File: src/rtl/npc_pkg.sv
// npc_pkg: shared sequencer state encoding, state width and halt reason codes.
package npc_pkg;

    localparam int STATE_W = 3;

    typedef enum logic [STATE_W-1:0] {
        S_IDLE   = 3'd0,
        S_FETCH  = 3'd1,
        S_DECODE = 3'd2,
        S_EXEC   = 3'd3,
        S_MEM    = 3'd4,
        S_WB     = 3'd5,
        S_TRAP   = 3'd6,
        S_HALT   = 3'd7
    } seq_state_e;

    localparam logic [2:0] HALT_NONE    = 3'd0;
    localparam logic [2:0] HALT_EBREAK  = 3'd1;
    localparam logic [2:0] HALT_ILLEGAL = 3'd2;
    localparam logic [2:0] HALT_BUSERR  = 3'd3;
    localparam logic [2:0] HALT_TIMEOUT = 3'd4;

    function automatic logic is_wait_state(seq_state_e s);
        return (s == S_FETCH) || (s == S_MEM);
    endfunction

endpackage

File: src/rtl/seq_watchdog.sv
// seq_watchdog: counts consecutive cycles spent waiting on a bus handshake and
// flags expiry on the cycle the count reaches TIMEOUT_CYCLES.
module seq_watchdog #(
    parameter int TIMEOUT_CYCLES = 255
) (
    input  logic clk,
    input  logic rst,
    input  logic wait_i,
    output logic expired_o
);

    localparam int CW = (TIMEOUT_CYCLES < 2) ? 1 : $clog2(TIMEOUT_CYCLES + 1);

    logic [CW-1:0] cnt_q, cnt_d;

    // Any cycle outside a wait state clears the count, so entry always starts at zero.
    always_comb begin
        cnt_d = '0;
        if (wait_i && !expired_o) begin
            cnt_d = cnt_q + 1'b1;
        end
    end

    always_ff @(posedge clk or negedge rst) begin
        if (!rst) begin
            cnt_q <= '0;
        end else begin
            cnt_q <= cnt_d;
        end
    end

    assign expired_o = wait_i && (cnt_q >= CW'(TIMEOUT_CYCLES - 1));

endmodule

File: src/rtl/instr_seq.sv
// instr_seq: multi-cycle fetch/decode/execute sequencer driving the core datapath strobes.
// Define SEQ_TIMEOUT_EN to bound bus handshakes through the seq_watchdog sub-module.
module instr_seq
    import npc_pkg::*;
#(
    parameter int TIMEOUT_CYCLES = 255
) (
    input  logic        clk,
    input  logic        rst,
    output logic        ifu_req,
    input  logic        ifu_rvalid,
    input  logic        ifu_err,
    output logic        inst_we,
    input  logic        dec_mem_read,
    input  logic        dec_mem_write,
    input  logic        dec_reg_write,
    input  logic        dec_ebreak,
    input  logic        dec_ecall,
    input  logic        dec_illegal,
    output logic        lsu_req,
    input  logic        lsu_done,
    input  logic        lsu_err,
    output logic        rf_we,
    output logic        pc_we,
    output logic        trap_sel,
    output logic        csr_trap_we,
    output logic        halt,
    output logic [2:0]  halt_code,
    output logic [2:0]  state_o,
    output logic [31:0] instret
);

    seq_state_e  state_q, state_d;
    logic [2:0]  halt_code_q, halt_code_d;
    logic [31:0] instret_q;
    logic        ifu_req_q, lsu_req_q, rf_we_q, pc_we_q;
    logic        trap_sel_q, csr_trap_we_q, halt_q;
    logic        timeout_hit;

`ifdef SEQ_TIMEOUT_EN
    seq_watchdog #(
        .TIMEOUT_CYCLES(TIMEOUT_CYCLES)
    ) u_watchdog (
        .clk      (clk),
        .rst      (rst),
        .wait_i   (is_wait_state(state_q)),
        .expired_o(timeout_hit)
    );
`else
    logic timeout_unused;
    assign timeout_unused = (TIMEOUT_CYCLES != 0);
    assign timeout_hit    = 1'b0;
`endif

    // Bus errors beat responses, and a response beats a watchdog expiry in the same cycle.
    always_comb begin
        state_d     = state_q;
        halt_code_d = halt_code_q;
        case (state_q)
            S_IDLE:   state_d = S_FETCH;
            S_FETCH: begin
                if (ifu_err) begin
                    state_d     = S_HALT;
                    halt_code_d = HALT_BUSERR;
                end else if (ifu_rvalid) begin
                    state_d = S_DECODE;
                end else if (timeout_hit) begin
                    state_d     = S_HALT;
                    halt_code_d = HALT_TIMEOUT;
                end
            end
            S_DECODE: state_d = S_EXEC;
            S_EXEC: begin
                if (dec_illegal) begin
                    state_d     = S_HALT;
                    halt_code_d = HALT_ILLEGAL;
                end else if (dec_ebreak) begin
                    state_d     = S_HALT;
                    halt_code_d = HALT_EBREAK;
                end else if (dec_ecall) begin
                    state_d = S_TRAP;
                end else if (dec_mem_read || dec_mem_write) begin
                    state_d = S_MEM;
                end else begin
                    state_d = S_WB;
                end
            end
            S_MEM: begin
                if (lsu_err) begin
                    state_d     = S_HALT;
                    halt_code_d = HALT_BUSERR;
                end else if (lsu_done) begin
                    state_d = S_WB;
                end else if (timeout_hit) begin
                    state_d     = S_HALT;
                    halt_code_d = HALT_TIMEOUT;
                end
            end
            S_WB:     state_d = S_FETCH;
            S_TRAP:   state_d = S_FETCH;
            S_HALT:   state_d = S_HALT;
            default:  state_d = S_HALT;
        endcase
    end

    // Strobes are registered from the next state so each one is a clean Moore output.
    always_ff @(posedge clk or negedge rst) begin
        if (!rst) begin
            state_q       <= S_IDLE;
            halt_code_q   <= HALT_NONE;
            instret_q     <= 32'd0;
            ifu_req_q     <= 1'b0;
            lsu_req_q     <= 1'b0;
            rf_we_q       <= 1'b0;
            pc_we_q       <= 1'b0;
            trap_sel_q    <= 1'b0;
            csr_trap_we_q <= 1'b0;
            halt_q        <= 1'b0;
        end else begin
            state_q       <= state_d;
            halt_code_q   <= halt_code_d;
            ifu_req_q     <= (state_d == S_FETCH);
            lsu_req_q     <= (state_d == S_MEM);
            rf_we_q       <= (state_d == S_WB) && dec_reg_write && !dec_mem_write;
            pc_we_q       <= (state_d == S_WB) || (state_d == S_TRAP);
            trap_sel_q    <= (state_d == S_TRAP);
            csr_trap_we_q <= (state_d == S_TRAP);
            halt_q        <= (state_d == S_HALT);
            if (state_q == S_WB) begin
                instret_q <= instret_q + 32'd1;
            end
        end
    end

    assign ifu_req     = ifu_req_q;
    assign lsu_req     = lsu_req_q;
    assign rf_we       = rf_we_q;
    assign pc_we       = pc_we_q;
    assign trap_sel    = trap_sel_q;
    assign csr_trap_we = csr_trap_we_q;
    assign halt        = halt_q;
    assign halt_code   = halt_code_q;
    assign instret     = instret_q;
    assign state_o     = state_q;
    assign inst_we     = ifu_rvalid && (state_q == S_FETCH);

endmodule
File: config.mk
export PLATFORM = sky130hd
export DESIGN_NAME = instr_seq
export DESIGN_NICKNAME = d
export VERILOG_FILES = /design/src/rtl/npc_pkg.sv /design/src/rtl/seq_watchdog.sv /design/src/rtl/instr_seq.sv
export SDC_FILE = /design/constraint.sdc
export NUM_CORES = 1
export LEC_CHECK = 0
export CAP_MARGIN = 10
export CORE_ASPECT_RATIO = 1.1
export CORE_UTILIZATION = 25
export DETAILED_ROUTE_END_ITERATION = 8
export HOLD_SLACK_MARGIN = 0.1
export SETUP_SLACK_MARGIN = 0.1
export SLEW_MARGIN = 40
export SYNTH_ARGS = -nofsm -noshare
export SYNTH_HDL_FRONTEND = slang
export SYNTH_HIERARCHICAL = 1
export SYNTH_SLANG_ARGS = --single-unit
File: constraint.sdc
create_clock -name clk -period 2.2 [get_ports clk]
set_input_delay 0.55 -clock clk [delete_from_list [all_inputs] [get_ports clk]]
set_output_delay 0.55 -clock clk [all_outputs]
set_load 0.01 [all_outputs]
Word-level counts from Yosys, hierarchy flattened
Index checks and enable logic that the tools add are counted.

Flip-flop bits (word level): 44. Bits of input ports: 12. Logic and storage cells: 49.

$add $sub $neg: 1. Equal/unequal tests: 15. Multiplexer cells: 14. Reduce and logical (&&, ||, !) cells: 10.

Operators with widths (number): adder 32 x 1 -> 32 bit, second input constant (1); == test 3 bit, second input constant (8); two-way mux 3 bit (8); case mux 3 bit (6 select lines) (1); case mux 3 bit (3 select lines) (1); == test 3 x 1 -> 1 bit, second input constant (2); == test 3 x 2 -> 1 bit, second input constant (2); two-way mux 2 bit (3); inequality test 2 bit, second input constant (2); AND reduction 4 bit (1); logical AND 1 bit (3); zero test 3 bit (1); inequality test 3 bit, second input constant (1); nonzero test 3 bit (1); OR reduction 3 bit (1); logical OR 1 bit (2); zero test 1 bit (1); two-way mux 1 bit (1).

Longest topological paths before layout
Gate-level depths: netlist of run 1.

Word-level depth: 9. Gate-level depth with buffers: 6. Mapped depth without buffers: 5.

Worst setup path before layout of run 1
OpenSTA, ideal clock, no wires.

Kind: input to register. Start: in dec_illegal. End: reg pc_we_q (netlist: pc_we). Library setup time: 0.078 ns. Arrival time: 1.563 ns. Required time: 2.122 ns. Slack: 0.559 ns. Stages: 5. Buffers on the path: 0. Path through: nor4b_1 -> mux4_2 -> inv_2 -> or3_1 -> a21oi_1.

Word-level cells in the longest chain between the ends: 4. Elaborated cells between the ends (all ways): 5. Those cells by class: eq/ne: 2; mux: 2; reduce/logical: 1.

RTL lines: start, declared (RTL line instr_seq.sv:19) `input logic dec_illegal,`; two-way mux 2 bit (*) (RTL line instr_seq.sv:74) `if (dec_illegal) begin`; case mux 3 bit (6 select lines) (*) (RTL line instr_seq.sv:59) `case (state_q)`; net state_d[1] (RTL line instr_seq.sv:33) `seq_state_e state_q, state_d;`; == test 3 bit (RTL line instr_seq.sv:125) `pc_we_q <= (state_d == S_WB) || (state_d == S_TRAP);`; logical OR 1 bit (*) (RTL line instr_seq.sv:125); end signal, assigned (RTL line instr_seq.sv:125); end, declared (RTL line instr_seq.sv:36) `logic ifu_req_q, lsu_req_q, rf_we_q, pc_we_q;`.

Mark *: on every way through the listed nets, which the timed path passes. The rest lies on a longest branch. A chain may end at the register's enable or synchronous reset.

Final worst setup path of run 1
Start: reg state_q[1] (netlist: state_o[1]). End: out state_o[1].

RTL lines: start, declared (RTL line instr_seq.sv:33); start signal, assigned (RTL line instr_seq.sv:120) `state_q <= state_d;`; end, declared (RTL line instr_seq.sv:29) `output logic [2:0] state_o,`.

No word-level cell between the ends.

==> results of run 1 <==
==> kinds of logic (layout without fill, tap and decap cells) <==
group / after synthesis / after routing / synth area share [%]
fa+ha+maj: 1 / 1 / 0.612
compound gates: 10 / 10 / 3.37
mux: 2 / 2 / 1.65
xor+xnor: 31 / 31 / 13.3
other cells: 1 / 1 / 0.183
buf+inv: 13 / 81 / 3.00
simple gates: 81 / 81 / 25.3
flops: 43 / 43 / 52.6
==> layer usage <==
metal  GRT usage [%]  wire length [um]  up-vias
met2            20.1              2410       42
li1                -                 -      772
met5               0                 0        -
met4            3.35                54        0
met1            13.6              1950      778
met3            3.41               192        6
==> power breakdown <==
part	leakage (uW)	total [uW]	internal, uW	switching, uW
Sequential	0.000570	1000	902	101
Combinational	0.000559	754	408	346
Clock	0.0000422	465	223	243
==> placed cells by master, fill, tap and decap left out, types with 2 or more instances in the layout <==
master / count
nor3_2: 2
nor2_1: 12
nor4_4: 2
dfrtp_1: 43
buf_4: 9
xor2_1: 4
xnor2_1: 27
nand4_1: 16
and3_1: 5
clkbuf_8: 5
clkdlybuf4s50_1: 54
clkbuf_1: 2
nor3_1: 3
nor4_1: 3
a21oi_1: 3
nand4bb_1: 2
inv_1: 7
nand2_1: 13
o21ai_0: 2
nand3_1: 10
==> critical path, delay by kind of cell (launching register included) <==
kind	cells	cell delay (ns)
buffers and inverters	2	0.73
flip-flops	1	0.40
==> worst paths after layout <==
kind | end | slack (ns)
setup / recovery | state_o[1] | 0.24
hold / removal | instret[8] | 0.33
setup reg to reg | pc_we | 0.39
hold reg to reg | instret[31] | 0.47
max in group asynchronous | instret[12] | 1.51
min in group clk | instret[31] | 0.47
==> layout make-up <==
class                      count  area [um2]  share of cell area [%]
multi-input combinational    126         907                    31.9
inverter                       8        30.0                    1.05
clock buffer                   7        76.3                    2.68
tap                          108         135                    4.75
sequential                    43        1080                    37.8
timing repair buffer          65         618                    21.7
clock inverter                 1        5.00                   0.176
==> flip-flops by register name, summed over array words and instances (netlist names) <==
signal,count
instret,32
state_o,3
halt_code,2
csr_trap_we,1
halt,1
ifu_req,1
lsu_req,1
pc_we,1
rf_we,1
==> repair_timing <==
action,in CTS,in global routing
resized for setup,1,2
setup endpoints to repair,1,1
cloned,0,0
setup buffers,0,0
==> per-stage QoR <==
stage,power (uW),cell area (um2)
after floorplan,1390,2040
after global placement,1780,2770
after global routing,2350,2850
final,2220,2850
after detailed placement,1790,2770
after CTS,2260,2850
==> flow_summary.toml, run 1 <==
[outcome]
status = "finished, final reports clean"

[timing]
fin_tns_setup_ns = 0
post-route-min-period_ns = 1.96
setup_viol = 0
holdWs_ns = 0.325
worst_pin_slew_ns = 0.603
fin_crit_sh_pct = 89.0
clock_skew_ns = 0.00490
layout_setup_ws_ns = 0.241
hold_viol = 0
drv_slew = 0
rsz0062_at_grt = "no"
max_freq_mhz = 511
slew_headroom_pct = 59.5

[worst_setup_path]
cp.arrival_ns = 1.41
endpoint_kind = "output pin"
startpoint = "state_o[1]"
slowest_stage = "clkdlybuf4s50_1"
timing.rr.start = "state_o[0]"
r2r_cells = 6
cpPeakStageDelay_ns = 0.55
crit_type = "flip-flop to output pin"
critPathMaxFanout = 8
worstPathRequired_ns = 1.65
worstPathCellList = "buf_4 > clkdlybuf4s50_1"
startpoint_type = "flip-flop"

[synthesis]
yosysMostFrequentCell = "dfrtp_1"
ys_ff_latch = 43
synthesis.area_um2 = 2040
ys_types = 42
synthCells = 182
synth-edff-count = 0
synth_area_leaders = "dfrtp_1 53%, xnor2_1 12%, nand4_1 4.9%"
synthFlopType = "dfrtp_1"
yosys_warnings = 6
seq_area_frac_synth_pct = 52.6
syn-num-nets = 195
synth-async-reset-ratio_pct = 100
synth_top_cells_by_count = "43 x dfrtp_1, 27 x xnor2_1, 16 x nand4_1"
yosysTopAreaCellShare_pct = 52.6
avgSynthCellArea_um2 = 11.2
yosys.area.top_type = "dfrtp_1"

[min_path]
hold_path_class = "input port to async pin"

[cts]
cts.reportedPaths.clkPinSlew_ns = 0.08
cts_buffer_depth = 2
htree_num_levels = 2
clock-sinks = 43
cts_buffers = 5
ctsHoldBuffers = 0
clkLatencyLatePin_ns = 0.29
tritoncts = "done"
ctsRootBufferMaster = "clkbuf_8"

[drt]
drc_errors = 0
via_per_inst = 4.46
firstDrtPassIters = 4
antenna_left = 0
finalWirelength_mm = 4.61
wl_per_cell_um = 12.9
vias = 1598
drt_iter0_markers = 54

[floorplanning]
die_w_um = 88.2
rows = 34
die_area_um2 = 8540
core_um2 = 7910
fp.dieH_um = 96.8
start_util_pct = 25.8
ios = 58

[layout]
final_nets = 262
post-route-util_pct = 36.0
fillerInstances = 808
antenna_cells = 0
drive_gt1_share_pct = 12.0
area_growth_pct = 39.3
fin_cells = 358

[pwr]
power.leakage_uw = 0.00117
vdd.ir_drop.worst_v = 0.000329
power_density_nw_per_um2 = 781

[global_routing]
grt_pass1_vias = 1619
grt_start_max_net_pins = 44
grt_antenna_before_repair = 0
overflow = 0
track_usage_pct = 11.6
grt_pass1_wl_mm = 7.67

[place]
place_congestion = 0.755
dp_slack_ns = -0.113
dp_cells = 350
portBuffers = 56
dp_hpwl_mm = 3.53

[flow_run]
cap_violations = 0
No activity file was read; power rests on OpenSTA's default activity.
==> run 2: changes to the inputs <==
Settings changed: PLACE_DENSITY set to 0.5.
==> run 2 against run 1 <==
  * Die area stayed put
  * Setup slack worse by 0.076 ns
  * Total power is 1.2% higher
  * First-iteration DRC count is 46% higher
  * Hold slack worse by 0.011 ns
  * Combinational power is 2% lower
  * Core utilization is 0.30 points higher
  * Wire length is 3.7% higher
  * Maximum frequency is 3.8% lower
  * Final cell count is 0.56% higher
  * Clock power is 6.0% higher
  * Sequential share of layout area is 0.27 points lower
==> flow_summary.toml, run 2 (synthesis gave the netlist of run 1 again) <==
[global_routing]
overflow = 0
grt_start_max_net_pins = 44
grt_antenna_before_repair = 0
track_usage_pct = 11.9
grt_pass1_vias = 1601
grt_pass1_wl_mm = 7.87

[worst_setup_path]
worstPathCellList = "clkdlybuf4s50_1 > nand4bb_1 > inv_1 > dlygate4sd2_1"
critical_path_buf_inv_count = 3
cp_top_family = "buffers and inverters"
r2r_cells = 5
endpoint_kind = "output pin"
cpPeakStageDelay_ns = 0.47
slowest_stage = "clkdlybuf4s50_1"
timing.rr.start = "instret[0]"
startpoint_type = "input port"
cp.arrival_ns = 1.49
critPathMaxFanout = 2
r2r_end = "instret[28]"
worstPathRequired_ns = 1.65
crit_type = "input port to output pin"
reg2reg_slack_ns = 0.43

[timing]
slew_headroom_pct = 63.4
hold_viol = 0
max_freq_mhz = 491
drv_slew = 0
layout_setup_ws_ns = 0.165
rsz0062_at_grt = "no"
fin_crit_sh_pct = 92.5
post-route-min-period_ns = 2.04
setup_viol = 0
worst_pin_slew_ns = 0.549
clock_skew_ns = 0.0120

[pwr]
power_density_nw_per_um2 = 784
total_power_uw = 2250
power.leakage_uw = 0.00118
vdd.ir_drop.worst_v = 0.000387

[drt]
via_per_inst = 4.48
vias = 1612
drc_errors = 0
wl_per_cell_um = 13.3
firstDrtPassIters = 4
antenna_left = 0
drt_iter0_markers = 79
finalWirelength_mm = 4.78

[floorplanning]
start_util_pct = 25.8
ios = 58
rows = 34
die_area_um2 = 8540
fp.dieH_um = 96.8
die_w_um = 88.2
core_um2 = 7910

[layout]
drive_gt1_share_pct = 13.1
post-route-util_pct = 36.3
area_growth_pct = 40.5
final_cell_mix = "54 x clkdlybuf4s50_1, 42 x dfrtp_1, 27 x xnor2_1"
antenna_cells = 0
largest_reg_flops = 32
layout_commonest_cell = "clkdlybuf4s50_1"
final_nets = 264
fillerInstances = 838

[cts]
cts_buffers = 5
post_cts_buffers = 0
clkLatencyLatePin_ns = 0.29
clock-sinks = 43
htree_num_levels = 2
ctsRootBufferMaster = "clkbuf_8"
cts.reportedPaths.clkPinSlew_ns = 0.09
cts_buffer_depth = 2
tritoncts = "done"

[place]
dp_slack_ns = -0.0994
portBuffers = 56
dp_hpwl_mm = 3.52
place_congestion = 0.755

[outcome]
status = "finished, final reports clean"

[min_path]
hold_path_class = "input port to async pin"

[flow_run]
cap_violations = 0
-- run 2: cell types whose count changed in the layout (fill, tap and decap cells not counted) --
cell / delta
buf_4: +2
clkbuf_1: -1
clkbuf_2: -1
clkinvlp_4: +1
dfrtp_1: -1
dfrtp_2: +1
dlygate4sd2_1: +1
-- run 2: layout make-up --
type | count | area (um2) | share of cell area [%]
Clock buffer | 6 | 72.6 | 2.53
Clock inverter | 2 | 12.5 | 0.436
Inverter | 8 | 30.0 | 1.05
Multi-Input combinational cell | 126 | 907 | 31.6
Sequential cell | 43 | 1080 | 37.5
Tap cell | 108 | 135 | 4.71
Timing Repair Buffer | 67 | 637 | 22.2
-- run 2: repair_timing --
item / in CTS / in global routing
resized for setup: 1 / 1
hold buffers: 0 / 0
setup endpoints to repair: 1 / 1
-- run 2: worst max-delay path by stage --
stage | startpoint | to | slack (ns) | cells after the start
2_1_floorplan | dec_illegal | pc_we | 0.56 | 5
3_3_place_gp | ifu_rvalid | inst_we | -0.09 | 4
3_5_place_dp | ifu_rvalid | inst_we | -0.1 | 4
4_1_cts | state_o[2] | state_o[2] | 0.10 | 2
5_1_grt | ifu_rvalid | inst_we | 0.11 | 4
6_report | ifu_rvalid | inst_we | 0.16 | 4
-- run 2: report_power, final --
| part | total, uW | leakage [uW] | switching [uW] | internal, uW |
|---|---|---|---|---|
| Combinational | 742 | 0.000573 | 333 | 409 |
| Sequential | 1010 | 0.000569 | 112 | 903 |
| Clock | 493 | 0.0000412 | 271 | 222 |
| Total | 2250 | 0.00118 | 716 | 1530 |
-- run 2: layer usage --
metal	wire, um	vias up	GRT usage, %
met1	2080	781	15.6
met5	0	-	0
met4	0	0	3.35
met2	2390	52	18.9
met3	304	0	3.33
li1	-	779	-
-- run 2: metrics by stage --
step	hold slack, ns	area, um2	std cells	TNS, ns
after floorplan	0.254	2040	182	0
after global placement	0.463	2790	352	-0.0857
after detailed placement	0.466	2790	352	-0.0994
after CTS	0.345	2870	360	0
after global routing	0.391	2870	360	0
final	0.314	2870	360	0
-- run 2: worst reg2reg max path: stages (launching register included) --
cell      delay, ns
dfrtp_1        0.42
ha_1           0.23
nand4b_4       0.16
nor4_4         0.50
nand4_1        0.19
xnor2_1        0.16
==> variant (settings of run 1) <==
Add a define of `SEQ_TIMEOUT_EN`.
--- a/src/rtl/instr_seq.sv
+++ b/src/rtl/instr_seq.sv
@@ -1,5 +1,7 @@
 // instr_seq: multi-cycle fetch/decode/execute sequencer driving the core datapath strobes.
 // Define SEQ_TIMEOUT_EN to bound bus handshakes through the seq_watchdog sub-module.
+`define SEQ_TIMEOUT_EN
+
 module instr_seq
     import npc_pkg::*;
 #(
Formal check against the unedited RTL: same outputs for any inputs over 10 cycles, from zero or initial values and one cycle with rst low; that may be too few to reach the edited logic, so the function may still have changed.
==> variant against run 1 <==
- wire length grew 31%
- synthesized area rose by 29%
- critical path depth did not move
- largest power group is now combinational logic
- sequential share of layout area fell by 2.8 points
- critical endpoint is now state_o[2]
- cell area up 31%
- global-route usage shrank 0.30 points
- largest cell class is now multi-input combinational cells
- setup slack got worse by 0.11 ns
- core utilization grew 1.1 points
- sequential cell count up 9
- sequential power is 23% higher
- power grew 43%
- fmax decreased by 5.4%
- count of clock-buffer cells in the layout is 2 lower
- critical path type unchanged
==> variant: results (changes against run 1) <==
* Setup crit end: state_o[2]
* Setup Fix Bufs, Post-CTS at 1 (+1)
* Worst-Skew Late Latency at 0.31 ns (+0.02 ns)
* Wl on met1 at 2937 um (+51%)
* Multiplexer area fraction after synthesis at 0% (-1.7 points)
* Reg-to-Reg Start: state_o[0]$_DFF_PN0_
* Status: completed
* Place WS at -0.3660 ns (-0.2532 ns)
* Detailed-route wire length per cell at 12.88 um (+0.14%)
* DPL Wire Length at 4522 um (+28%)
* Met2 routed WL at 2776 um (+15%)
* CP arrival at 1.52 ns (+0.11 ns)
* Met2 usage at 18.03% (-2.1 points)
* Largest net degree at the start of global routing at 20 (-55%)
* Worst hold slack at 0.1733 ns (-0.1518 ns)
* Routed Wire Length at 6017 um (+31%)
* Synth area leaders: dfrtp_1, xnor2_1, xor2_1
* Highest Signal Layer: met4
* CTS Buf Count at 5 (unchanged)
* Leak pwr at 1.571 nW (+34%)
* Vias in the first global route at 1989 (+23%)
* GR Util met1 at 15.42% (+1.8 points)
* FF-to-FF setup slack at 0.17 ns (-0.22 ns)
* Post-Synth XOR/XNOR Area at 11.62% (-1.7 points)
* Synthesized instance count at 243 (+34%)
* Placed Instances at 454 (+30%)
* Routed wl met3 at 241 um (+26%)
* GR Util met3 at 2.543% (-0.87 points)
* GRT Overall Usage at 11.32% (-0.30 points)
* Syn_nets at 258 (+32%)
* # resized after CTS at 5 (+4)
* Relative slew margins at 69.67% (+10 points)
* First-pass GRT wire length at 9715 um (+27%)
* Cell variety after synth at 52 (+24%)
* Crit-path max FO at 13 (+5)
* Peak supply drop at 0.0004413 V (+34%)
* Final Skew at 0.01440 ns (+0.009500 ns)
* R2R depth at 9 (+3)
* Nets@finish at 341 (+30%)
* Share of the synthesized area in the top cell type at 49.31% (-3.3 points)
* Worst-path clk slew at 0.10 ns (+0.02 ns)
* Critical path origin: state_o[2]$_DFF_PN0_
* GPL Wtd Cong at 0.7994 (+5.9%)
* Commonest cells post-synth: dfrtp_1, xnor2_1, nand2_1, nor2_1, nand3_1
* Fmax at 0.4828 GHz (-5.4%)
* Vias per Instance at 4.413 (-1.1%)
* I/O Buffers at 57 (+1.8%)
* Post-Synth Adder-Cell Area at 1.422% (+0.81 points)
* Sequential area share after synthesis at 49.31% (-3.3 points)
* Router iterations before antenna repair at 4 (unchanged)
==> variant: where the power goes <==
part	internal, W	leakage, nW	switching, W
combinational	0.000674	0.825	0.000607
clock	0.000337	0.0541	0.000329
sequential	0.00109	0.692	0.000140
==> variant: through the flow <==
stage                     TNS (ns)  area (um2)
final                            0        3734
after global routing             0        3734
after CTS                        0        3661
after detailed placement   -0.7673        3526
after global placement     -0.5463        3526
after floorplan                  0        2689
==> variant: cell type report <==
type,instances,area [um2]
clock buffer,5,68.82
clock inverter,3,42.54
fill,1015,6346
inverter,9,33.78
multi-input combinational,176,1353
sequential,52,1305
tap,140,175.2
timing repair buffer,82,755.7
==> variant: kinds of logic (layout without fill, tap and decap cells) <==
kind of cell,Yosys count,after routing
AND/OR/NAND/NOR,109,109
flip-flops,52,52
XOR/XNOR,35,35
AO/OA/AOI/OAI,29,29
buffers and inverters,15,99
adder cells (fa/ha/maj),3,3
